**src/rtl/alu_arbiter_pkg.sv**
```systemverilog
// Shared constants for alu_arbiter: ALU function codes, requester limits and the idle opcode.
package alu_arbiter_pkg;

  localparam int FUNC_W = 4;

  localparam logic [FUNC_W-1:0] FUNC_ADD  = 4'd0;
  localparam logic [FUNC_W-1:0] FUNC_SUB  = 4'd1;
  localparam logic [FUNC_W-1:0] FUNC_AND  = 4'd2;
  localparam logic [FUNC_W-1:0] FUNC_OR   = 4'd3;
  localparam logic [FUNC_W-1:0] FUNC_XOR  = 4'd4;
  localparam logic [FUNC_W-1:0] FUNC_SLL  = 4'd5;
  localparam logic [FUNC_W-1:0] FUNC_SRL  = 4'd6;
  localparam logic [FUNC_W-1:0] FUNC_ARS  = 4'd7;
  localparam logic [FUNC_W-1:0] FUNC_SLT  = 4'd8;
  localparam logic [FUNC_W-1:0] FUNC_SLTU = 4'd9;
  localparam logic [FUNC_W-1:0] FUNC_BEQ  = 4'd10;
  localparam logic [FUNC_W-1:0] FUNC_BNE  = 4'd11;
  localparam logic [FUNC_W-1:0] FUNC_BLT  = 4'd12;
  localparam logic [FUNC_W-1:0] FUNC_BGE  = 4'd13;

  localparam int ALU_ARB_MAX_REQ  = 4;
  localparam int ALU_ARB_DEF_ID_W = 1;

  // Opcode presented to the ALU on cycles with no accepted request.
  localparam logic [FUNC_W-1:0] FUNC_IDLE = FUNC_ADD;

endpackage

```
**src/rtl/alu_arbiter_rr_pick.sv**
```systemverilog
// Combinational round-robin picker: first masked request after last_i, wrapping modulo NUM_REQ.
module alu_arbiter_rr_pick import alu_arbiter_pkg::*; #(
  parameter int NUM_REQ = 2,
  parameter int ID_W    = ALU_ARB_DEF_ID_W
) (
  input  logic [NUM_REQ-1:0] req_i,
  input  logic [ID_W-1:0]    last_i,
  input  logic [NUM_REQ-1:0] mask_i,
  output logic [NUM_REQ-1:0] grant_o,
  output logic [ID_W-1:0]    grant_idx_o
);

  logic [NUM_REQ-1:0] req_m;
  logic [ID_W-1:0]    cand;
  logic               found;

  assign req_m = req_i & mask_i;

  // NOTE: every output of a combinational block gets a default first; a path that
  // leaves one unassigned would infer a latch.
  always_comb begin
    grant_o     = '0;
    grant_idx_o = '0;
    found       = 1'b0;
    cand        = '0;
    for (int k = 1; k <= NUM_REQ; k++) begin
      cand = ID_W'((int'(last_i) + k) % NUM_REQ);
      if (!found && req_m[cand]) begin
        found          = 1'b1;
        grant_o[cand]  = 1'b1;
        grant_idx_o    = cand;
      end
    end
  end

endmodule

```
**src/rtl/alu_arbiter.sv**
```systemverilog
// Round-robin arbiter sharing one combinational ALU between NUM_REQ requesters, with a single
// registered response. Define ALU_ARB_LOCK_EN to add the req_lock port and grant locking.
module alu_arbiter import alu_arbiter_pkg::*; #(
  parameter int NUM_REQ = 2,
  parameter int ID_W    = ALU_ARB_DEF_ID_W,
  parameter int DATA_W  = 32
) (
  input  logic                      clk,
  input  logic                      reset,
  input  logic [NUM_REQ-1:0]        req_valid,
  output logic [NUM_REQ-1:0]        req_ready,
`ifdef ALU_ARB_LOCK_EN
  input  logic [NUM_REQ-1:0]        req_lock,
`endif
  input  logic [FUNC_W*NUM_REQ-1:0] req_op,
  input  logic [DATA_W*NUM_REQ-1:0] req_in_1,
  input  logic [DATA_W*NUM_REQ-1:0] req_in_2,
  output logic [FUNC_W-1:0]         alu_op,
  output logic [DATA_W-1:0]         alu_in_1,
  output logic [DATA_W-1:0]         alu_in_2,
  input  logic [DATA_W-1:0]         alu_result,
  output logic                      rsp_valid,
  output logic [ID_W-1:0]           rsp_id,
  output logic [DATA_W-1:0]         rsp_data,
  input  logic                      rsp_ready
);

  logic               rsp_valid_q, rsp_valid_d;
  logic [ID_W-1:0]    rsp_id_q, rsp_id_d;
  logic [DATA_W-1:0]  rsp_data_q, rsp_data_d;
  logic [ID_W-1:0]    last_grant_q, last_grant_d;

  logic               slot_free;
  logic               accept;
  logic               adv_last;
  logic [NUM_REQ-1:0] pick_req;
  logic [NUM_REQ-1:0] lock_mask;
  logic [NUM_REQ-1:0] grant;
  logic [ID_W-1:0]    grant_idx;

  // Gating with reset keeps req_ready low for the whole reset window, not just its edge.
  assign slot_free = !rsp_valid_q || rsp_ready;
  assign pick_req  = (reset && slot_free) ? req_valid : '0;

`ifdef ALU_ARB_LOCK_EN
  logic            lock_q, lock_d;
  logic [ID_W-1:0] lock_id_q, lock_id_d;

  always_comb begin
    lock_mask = '1;
    if (lock_q) begin
      lock_mask            = '0;
      lock_mask[lock_id_q] = 1'b1;
    end
  end

  assign adv_last = !lock_q;

  always_comb begin
    lock_d    = lock_q;
    lock_id_d = lock_id_q;
    if (lock_q) begin
      if (!req_valid[lock_id_q] || !req_lock[lock_id_q]) lock_d = 1'b0;
    end else if (accept && req_lock[grant_idx]) begin
      lock_d    = 1'b1;
      lock_id_d = grant_idx;
    end
  end

  always_ff @(posedge clk or negedge reset) begin
    if (!reset) begin
      lock_q    <= 1'b0;
      lock_id_q <= '0;
    end else begin
      lock_q    <= lock_d;
      lock_id_q <= lock_id_d;
    end
  end
`else
  assign lock_mask = '1;
  assign adv_last  = 1'b1;
`endif

  alu_arbiter_rr_pick #(
    .NUM_REQ (NUM_REQ),
    .ID_W    (ID_W)
  ) rr_pick (
    .req_i       (pick_req),
    .last_i      (last_grant_q),
    .mask_i      (lock_mask),
    .grant_o     (grant),
    .grant_idx_o (grant_idx)
  );

  assign req_ready = grant;
  assign accept    = |grant;

  always_comb begin
    alu_op   = FUNC_IDLE;
    alu_in_1 = '0;
    alu_in_2 = '0;
    for (int i = 0; i < NUM_REQ; i++) begin
      if (grant[i]) begin
        alu_op   = req_op[i*FUNC_W +: FUNC_W];
        alu_in_1 = req_in_1[i*DATA_W +: DATA_W];
        alu_in_2 = req_in_2[i*DATA_W +: DATA_W];
      end
    end
  end

  // A new accept always overwrites the slot; a drain alone just clears valid.
  always_comb begin
    rsp_valid_d  = rsp_valid_q;
    rsp_id_d     = rsp_id_q;
    rsp_data_d   = rsp_data_q;
    last_grant_d = last_grant_q;
    if (accept) begin
      rsp_valid_d = 1'b1;
      rsp_id_d    = grant_idx;
      rsp_data_d  = alu_result;
      if (adv_last) last_grant_d = grant_idx;
    end else if (rsp_ready) begin
      rsp_valid_d = 1'b0;
    end
  end

  // NOTE: state registers use non-blocking assignments so every flop samples its
  // next-state value from before the edge, independent of statement order.
  always_ff @(posedge clk or negedge reset) begin
    if (!reset) begin
      rsp_valid_q  <= 1'b0;
      rsp_id_q     <= '0;
      rsp_data_q   <= '0;
      last_grant_q <= ID_W'(NUM_REQ - 1);
    end else begin
      rsp_valid_q  <= rsp_valid_d;
      rsp_id_q     <= rsp_id_d;
      rsp_data_q   <= rsp_data_d;
      last_grant_q <= last_grant_d;
    end
  end

  assign rsp_valid = rsp_valid_q;
  assign rsp_id    = rsp_id_q;
  assign rsp_data  = rsp_data_q;

endmodule
```
**config.mk**
```make
export PLATFORM = sky130hd
export DESIGN_NAME = alu_arbiter
export DESIGN_NICKNAME = d
export VERILOG_FILES = /design/src/rtl/alu_arbiter_pkg.sv /design/src/rtl/alu_arbiter_rr_pick.sv /design/src/rtl/alu_arbiter.sv
export SDC_FILE = /design/constraint.sdc
export NUM_CORES = 1
export LEC_CHECK = 0
export ABC_AREA = 1
export ABC_CLOCK_PERIOD_IN_PS = 2000
export CAP_MARGIN = 20
export CORE_AREA = 3 3 108 110
export CTS_CLUSTER_DIAMETER = 150
export DETAILED_ROUTE_END_ITERATION = 10
export DIE_AREA = 0 0 111 113
export HOLD_SLACK_MARGIN = 0.12
export MAX_ROUTING_LAYER = met4
export PLACE_DENSITY_LB_ADDON = 0.15
export SYNTH_ARGS = -nofsm -noshare
export SYNTH_HDL_FRONTEND = slang
export SYNTH_SLANG_ARGS = --single-unit
```
**constraint.sdc**
```tcl
create_clock -name clk -period 2 [get_ports clk]
set_clock_uncertainty 0.05 [all_clocks]
set_input_delay 0.4 -clock clk [delete_from_list [all_inputs] [get_ports clk]]
set_output_delay 0.4 -clock clk [all_outputs]
set_load 0.1 [all_outputs]
```
## After elaboration in Yosys (flattened, before gate mapping)

Cells that the tools add are included.
Widths: inputs -> output; s select.

- Register bits after elaboration: 35
- Input port bits: 173
- Output and inout port bits: 104
- Word-level logic and storage cells: 42

- Add/subtract/negate cells: 2
- Order comparisons: 4
- Multiplexer cells: 22
- Bitwise operators: 1
- Reduce and logical (&&, ||, !) cells: 9

Operator list:

| operator | number |
|---|---|
| $mux 32 | 4 |
| $mux 1 | 11 |
| $mux 4 | 2 |
| $mux 2 | 3 |
| $logic_and 1x1->1 | 4 |
| $lt 1x2->1 const B | 2 |
| $add 1x1->1 const B | 2 |
| $demux 1 s1 | 2 |
| $ge 1x1->1 const B | 2 |
| $logic_not 1->1 | 2 |
| $or 2x2->2 | 1 |
| $reduce_bool 2->1 | 1 |
| $reduce_or 2->1 | 1 |
| $logic_or 1x1->1 | 1 |

## Depth between registers and ports, before layout

- Depth in word-level cells: 12
- Mapped depth: 8

## Modules after synthesis

Synthesis repeated with hierarchy kept, for this count alone.

- Cell total of the unflattened synthesis: 384
- Area, all modules: 2229.6 µm²

By module, submodules not included:

| module | times used | cells each | area an instance (µm²) |
|---|---|---|---|
| alu_arbiter | 1 | 375 | 2194.6 |
| alu_arbiter_rr_pick | 1 | 9 | 35.0 |

## Least setup slack after synthesis

No wires, ideal clock.

- Kind: reg2out
- Start: register rsp_valid_q (netlist: rsp_valid)
- End: output port alu_in_1[12]
- Arrival time: 2.548 ns
- Required time: 1.550 ns
- Path slack: -0.998 ns
- Stages on the path, launching flop included: 7
- Path buffers: 1
- Cells stage by stage: dfrtp_1 a21oi_2 nand2_2 inv_2 buf_2 nand2_1 nand2_1

- Word-level cells in the longest chain between the ends: 12

Ends and longest elaborated chain:

| item | RTL line | RTL |
|---|---|---|
| start, declared | alu_arbiter.sv:28 | `logic rsp_valid_q, rsp_valid_d;` |
| start signal, assigned | alu_arbiter.sv:136 | `rsp_valid_q <= rsp_valid_d;` |
| $logic_not 1->1 * | alu_arbiter.sv:42 | `assign slot_free = !rsp_valid_q \|\| rsp_ready;` |
| $logic_or 1x1->1 * | alu_arbiter.sv:42 |  |
| $logic_and 1x1->1 * | alu_arbiter.sv:43 | `assign pick_req = (reset && slot_free) ? req_valid : '0;` |
| $mux 2 * | alu_arbiter.sv:43 |  |
| $mux 1 (implied by the code) (2 in a row) | alu_arbiter_rr_pick.sv:28 | `if (!found && req_m[cand]) begin` |
| $mux 1 | alu_arbiter_rr_pick.sv:28 |  |
| $logic_not 1->1 | alu_arbiter_rr_pick.sv:28 |  |
| $logic_and 1x1->1 | alu_arbiter_rr_pick.sv:28 |  |
| $mux 2 * | alu_arbiter_rr_pick.sv:28 |  |
| via req_ready[0] | alu_arbiter.sv:11 | `output logic [NUM_REQ-1:0] req_ready,` |
| $mux 32 * (2 in a row) | alu_arbiter.sv:103 | `if (grant[i]) begin` |
| end, declared | alu_arbiter.sv:19 | `output logic [DATA_W-1:0] alu_in_1,` |

The timed path passes the listed nets; every way through them passes the cells marked *. The select of a mux whose other input is x is not followed.

## Worst setup path after layout

- Start: register last_grant_q
- End: output port alu_in_1[4]

- Word-level cells in the longest chain between the ends: 10

Ends and longest elaborated chain:

| item | RTL line | RTL |
|---|---|---|
| start, declared | alu_arbiter.sv:31 | `logic [ID_W-1:0] last_grant_q, last_grant_d;` |
| start signal, assigned | alu_arbiter.sv:134 | `last_grant_q <= ID_W'(NUM_REQ - 1);` |
| start signal, assigned | alu_arbiter.sv:139 | `last_grant_q <= last_grant_d;` |
| $add 1x1->1 | alu_arbiter_rr_pick.sv:27 | `cand = ID_W'((int'(last_i) + k) % NUM_REQ);` |
| $lt 1x2->1 (implied by the code) or $ge 1x1->1 (tied branches) | alu_arbiter_rr_pick.sv:30 | `grant_o[cand] = 1'b1;` |
| $logic_and 1x1->1 (implied by the code) | alu_arbiter_rr_pick.sv:30 |  |
| $mux 1 (implied by the code) | alu_arbiter_rr_pick.sv:30 |  |
| $demux 1 s1 | -- |  |
| $mux 2 | alu_arbiter_rr_pick.sv:28 |  |
| $or 2x2->2 (no source line) | -- |  |
| $mux 2 * | alu_arbiter_rr_pick.sv:28 |  |
| $mux 32 | alu_arbiter.sv:103 |  |
| $mux 32 * | alu_arbiter.sv:103 |  |

Every way passes the cells marked *; elsewhere a longest branch is shown, timed or not. The select of a mux whose other input is x is not followed.

==> run summary <==
Comb power frac: 0.752
CP delay by family, top: flip-flops
maximum number of pins on one net before global-route repair: 38
die span in x: 111 um
row count: 38
Setup Crit Path Kind: register to output pin
sequential share of the synthesized area: 0.387
share of cells above drive strength 1: 0.486
Syn Nets: 551
Avg Inst Size Synth: 6.00 sq um
Startpoint Class: register
CP arrival: 1.82 ns
most frequent cell after synthesis: nand2_1
Root Buffer: clkbuf_8
Die Y-Extent: 113 um
crit path capture type: output pin
worst-path fanout max: 21
post-synthesis async set-or-reset flop share: 1.00
NetSw: 3.71 mW
share of the synthesized area in the top cell type: 0.452
I/O pin cnt: 277
Syn Inst Count: 378
worst path bufs/invs: 4
H-tree Lvls: 2
initial antenna violation count: 1
final RePlAce weighted congestion: 0.933
drt drc: 0
Critical Path Max Stage Delay: 0.55 ns
hpwl dp: 10600 um
Post-synth EDFFs: 0
failing checks: negative setup slack
endpoints failing setup: 70
Seq pwr share: 0.161
crit path max-delay cell type: dfstp_2
maximum clock frequency: 440 MHz
clk slew on worst S/H paths: 0.07 ns
Hold WS: 0.259 ns
fin crit share: 1.14
Yosys reg bits: 35
Worst Path Required: 1.55 ns
Global Route Usage Sum: 0.224
WL per Instance: 18.5 um
RSZ-0062 raised after global routing: true
Max Cap Violations: 0
Tmin final: 2.27 ns
total CTS buffers: 5
clock share of power: 0.087
vias per cell: 4.54
area grow syn2layout: 244%
clk_lat worst skew: 0.28 ns
Critical path origin: last_grant_q$_DFFE_PN1P_
First-pass DRT Iterations: 4
final max-slew violation count: 0
core footprint: 0.0108 sq mm
Hold Path Class: input pin to async pin
status: finished with violations
most area-consuming cells after synthesis: nand2_1, dfrtp_1, nand3_1, buf_2, buf_4
Fin. Hold Viols: 0
PortBufs: 276
Post-synth top cells: nand2_1, dfrtp_1, nand3_1
total wire length: 15000 um
Power Total: 6.47 mW
leakage power: 3.45 nW
Synth cell types: 14
relative slew slack: 0.706
CTS tree: done
Sw Ratio: 0.573
global-route wire length before repair: 21600 um
CTS Hold Bufs: 0
PwrDens: 829 mW/mm^2
worst-path cell chain: inv_2, a21oi_4, nand2_4, clkinv_8, buf_16, nand2_1, nand2_8, buf_12
dominant synthesized flop cell: dfrtp_1
FF-to-FF Start: last_grant_q$_DFFE_PN1P_
area leader, netlist: nand2_1
DRT iter0 DRCs: 157
DR vias: 3661
die area: 0.0125 sq mm
Yosys warning total: 0
setup slack after layout: -0.273 ns
fin nets: 838
Worst Max-Slew Pin Slew: 0.441 ns
ANT nets after route: 0
Int Pwr: 2.76 mW
Starting Density: 0.210
gr ovfl total: 0
Clock Path Buffers: 2
Mapped Area: 0.00227 sq mm
Peak VDD IR: 823 uV
clock sink total: 35
# fillers: 762
vias in the first global route: 3821
[final timing paths]
path                                       endpoint  slack (ns)  cells past startpoint
max                                     alu_in_1[4]       -0.27                      8
min                        rsp_data[21]$_DFFE_PN0P_        0.26                      2
max reg2reg                rsp_data[10]$_DFFE_PN0P_        0.18                      8
min reg2reg                      rsp_id$_DFFE_PN0P_        0.44                      2
max in group asynchronous     rsp_valid$_DFFE_PN0P_        1.30                      2
min in group clk                 rsp_id$_DFFE_PN0P_        0.44                      2
[repair_timing]
| action | in CTS | in global routing |
|---|---|---|
| gates resized for setup | 84 | 79 |
| pin swaps | 8 | 3 |
| cloned | 4 | 4 |
| setup buffers | 3 | 3 |
| setup endpoints to repair | 70 | 70 |
[worst reg2reg max path, delay by kind of cell, from the launching register on]
family	cells	cell delay (ns)
buffers and inverters	3	0.67
and+or+nand+nor	4	0.38
DFF	1	0.55
AOI/OAI and AO/OA	1	0.05
[power by group through the flow]
stage	logic (mW)	clock network, mW	registers, mW
after detailed placement	4.61	0	1.04
final	4.86	0.564	1.04
after CTS	4.76	0.583	1.04
after global routing	5.02	0.610	1.06
after global placement	4.57	0	1.04
after floorplan	1.72	0	2.43
[state kept, by name, summed over array words and instances (netlist names)]
signal and cells:
last_grant_q 1, rsp_id 1, rsp_valid 1, rsp_data 32
[layout by cell type, fill, tap and decap left out, drive strengths merged]
cell,count
clkinv,1
a21oi,3
dlygate4sd2,4
dfrtp,34
clkinvlp,1
clkdlybuf4s50,168
diode,1
buf,129
clkbuf,10
nand3,34
nand2,275
dfstp,1
inv,6
[final cells by class]
cell class              instances  area, sq um  share of cell area
diodes                          1         2.50            0.000321
clock buffers                   7         96.3              0.0124
clock inverters                 1         7.51            0.000962
inverters                       7         46.3             0.00594
multi-input cells             312         2740               0.351
flip-flops and latches         35          881               0.113
well taps                     140          175              0.0225
repair buffers                304         3850               0.494
[per-stage QoR]
stage               utilization  setup TNS, ns  setup slack, ns  instance area (sq um)  instances
finish                    0.723         -14.62           -0.273                   7800        807
global route              0.723         -19.60           -0.341                   7800        807
CTS                       0.690         -16.09           -0.275                   7450        800
detailed placement        0.644         -29.89           -0.409                   6950        785
global placement          0.644         -28.00           -0.388                   6950        785
floorplan                     -          -5.33          -0.0979                   3360        378
[logic make-up after synthesis]
group / count (synthesis) / synth area share
flip-flops: 35 / 0.387
AO/OA/AOI/OAI: 3 / 0.00993
AND/OR/NAND/NOR: 309 / 0.533
buffers and inverters: 31 / 0.0706
[routing by layer]
metal  track usage  share of wire  vias up
li1              -              -     1729
met1         0.254           0.35     1710
met2         0.400           0.54      185
met3        0.0508          0.072       37
met4        0.0567          0.035        0
met5             -              0        -
No activity file was read; power rests on OpenSTA's default activity.
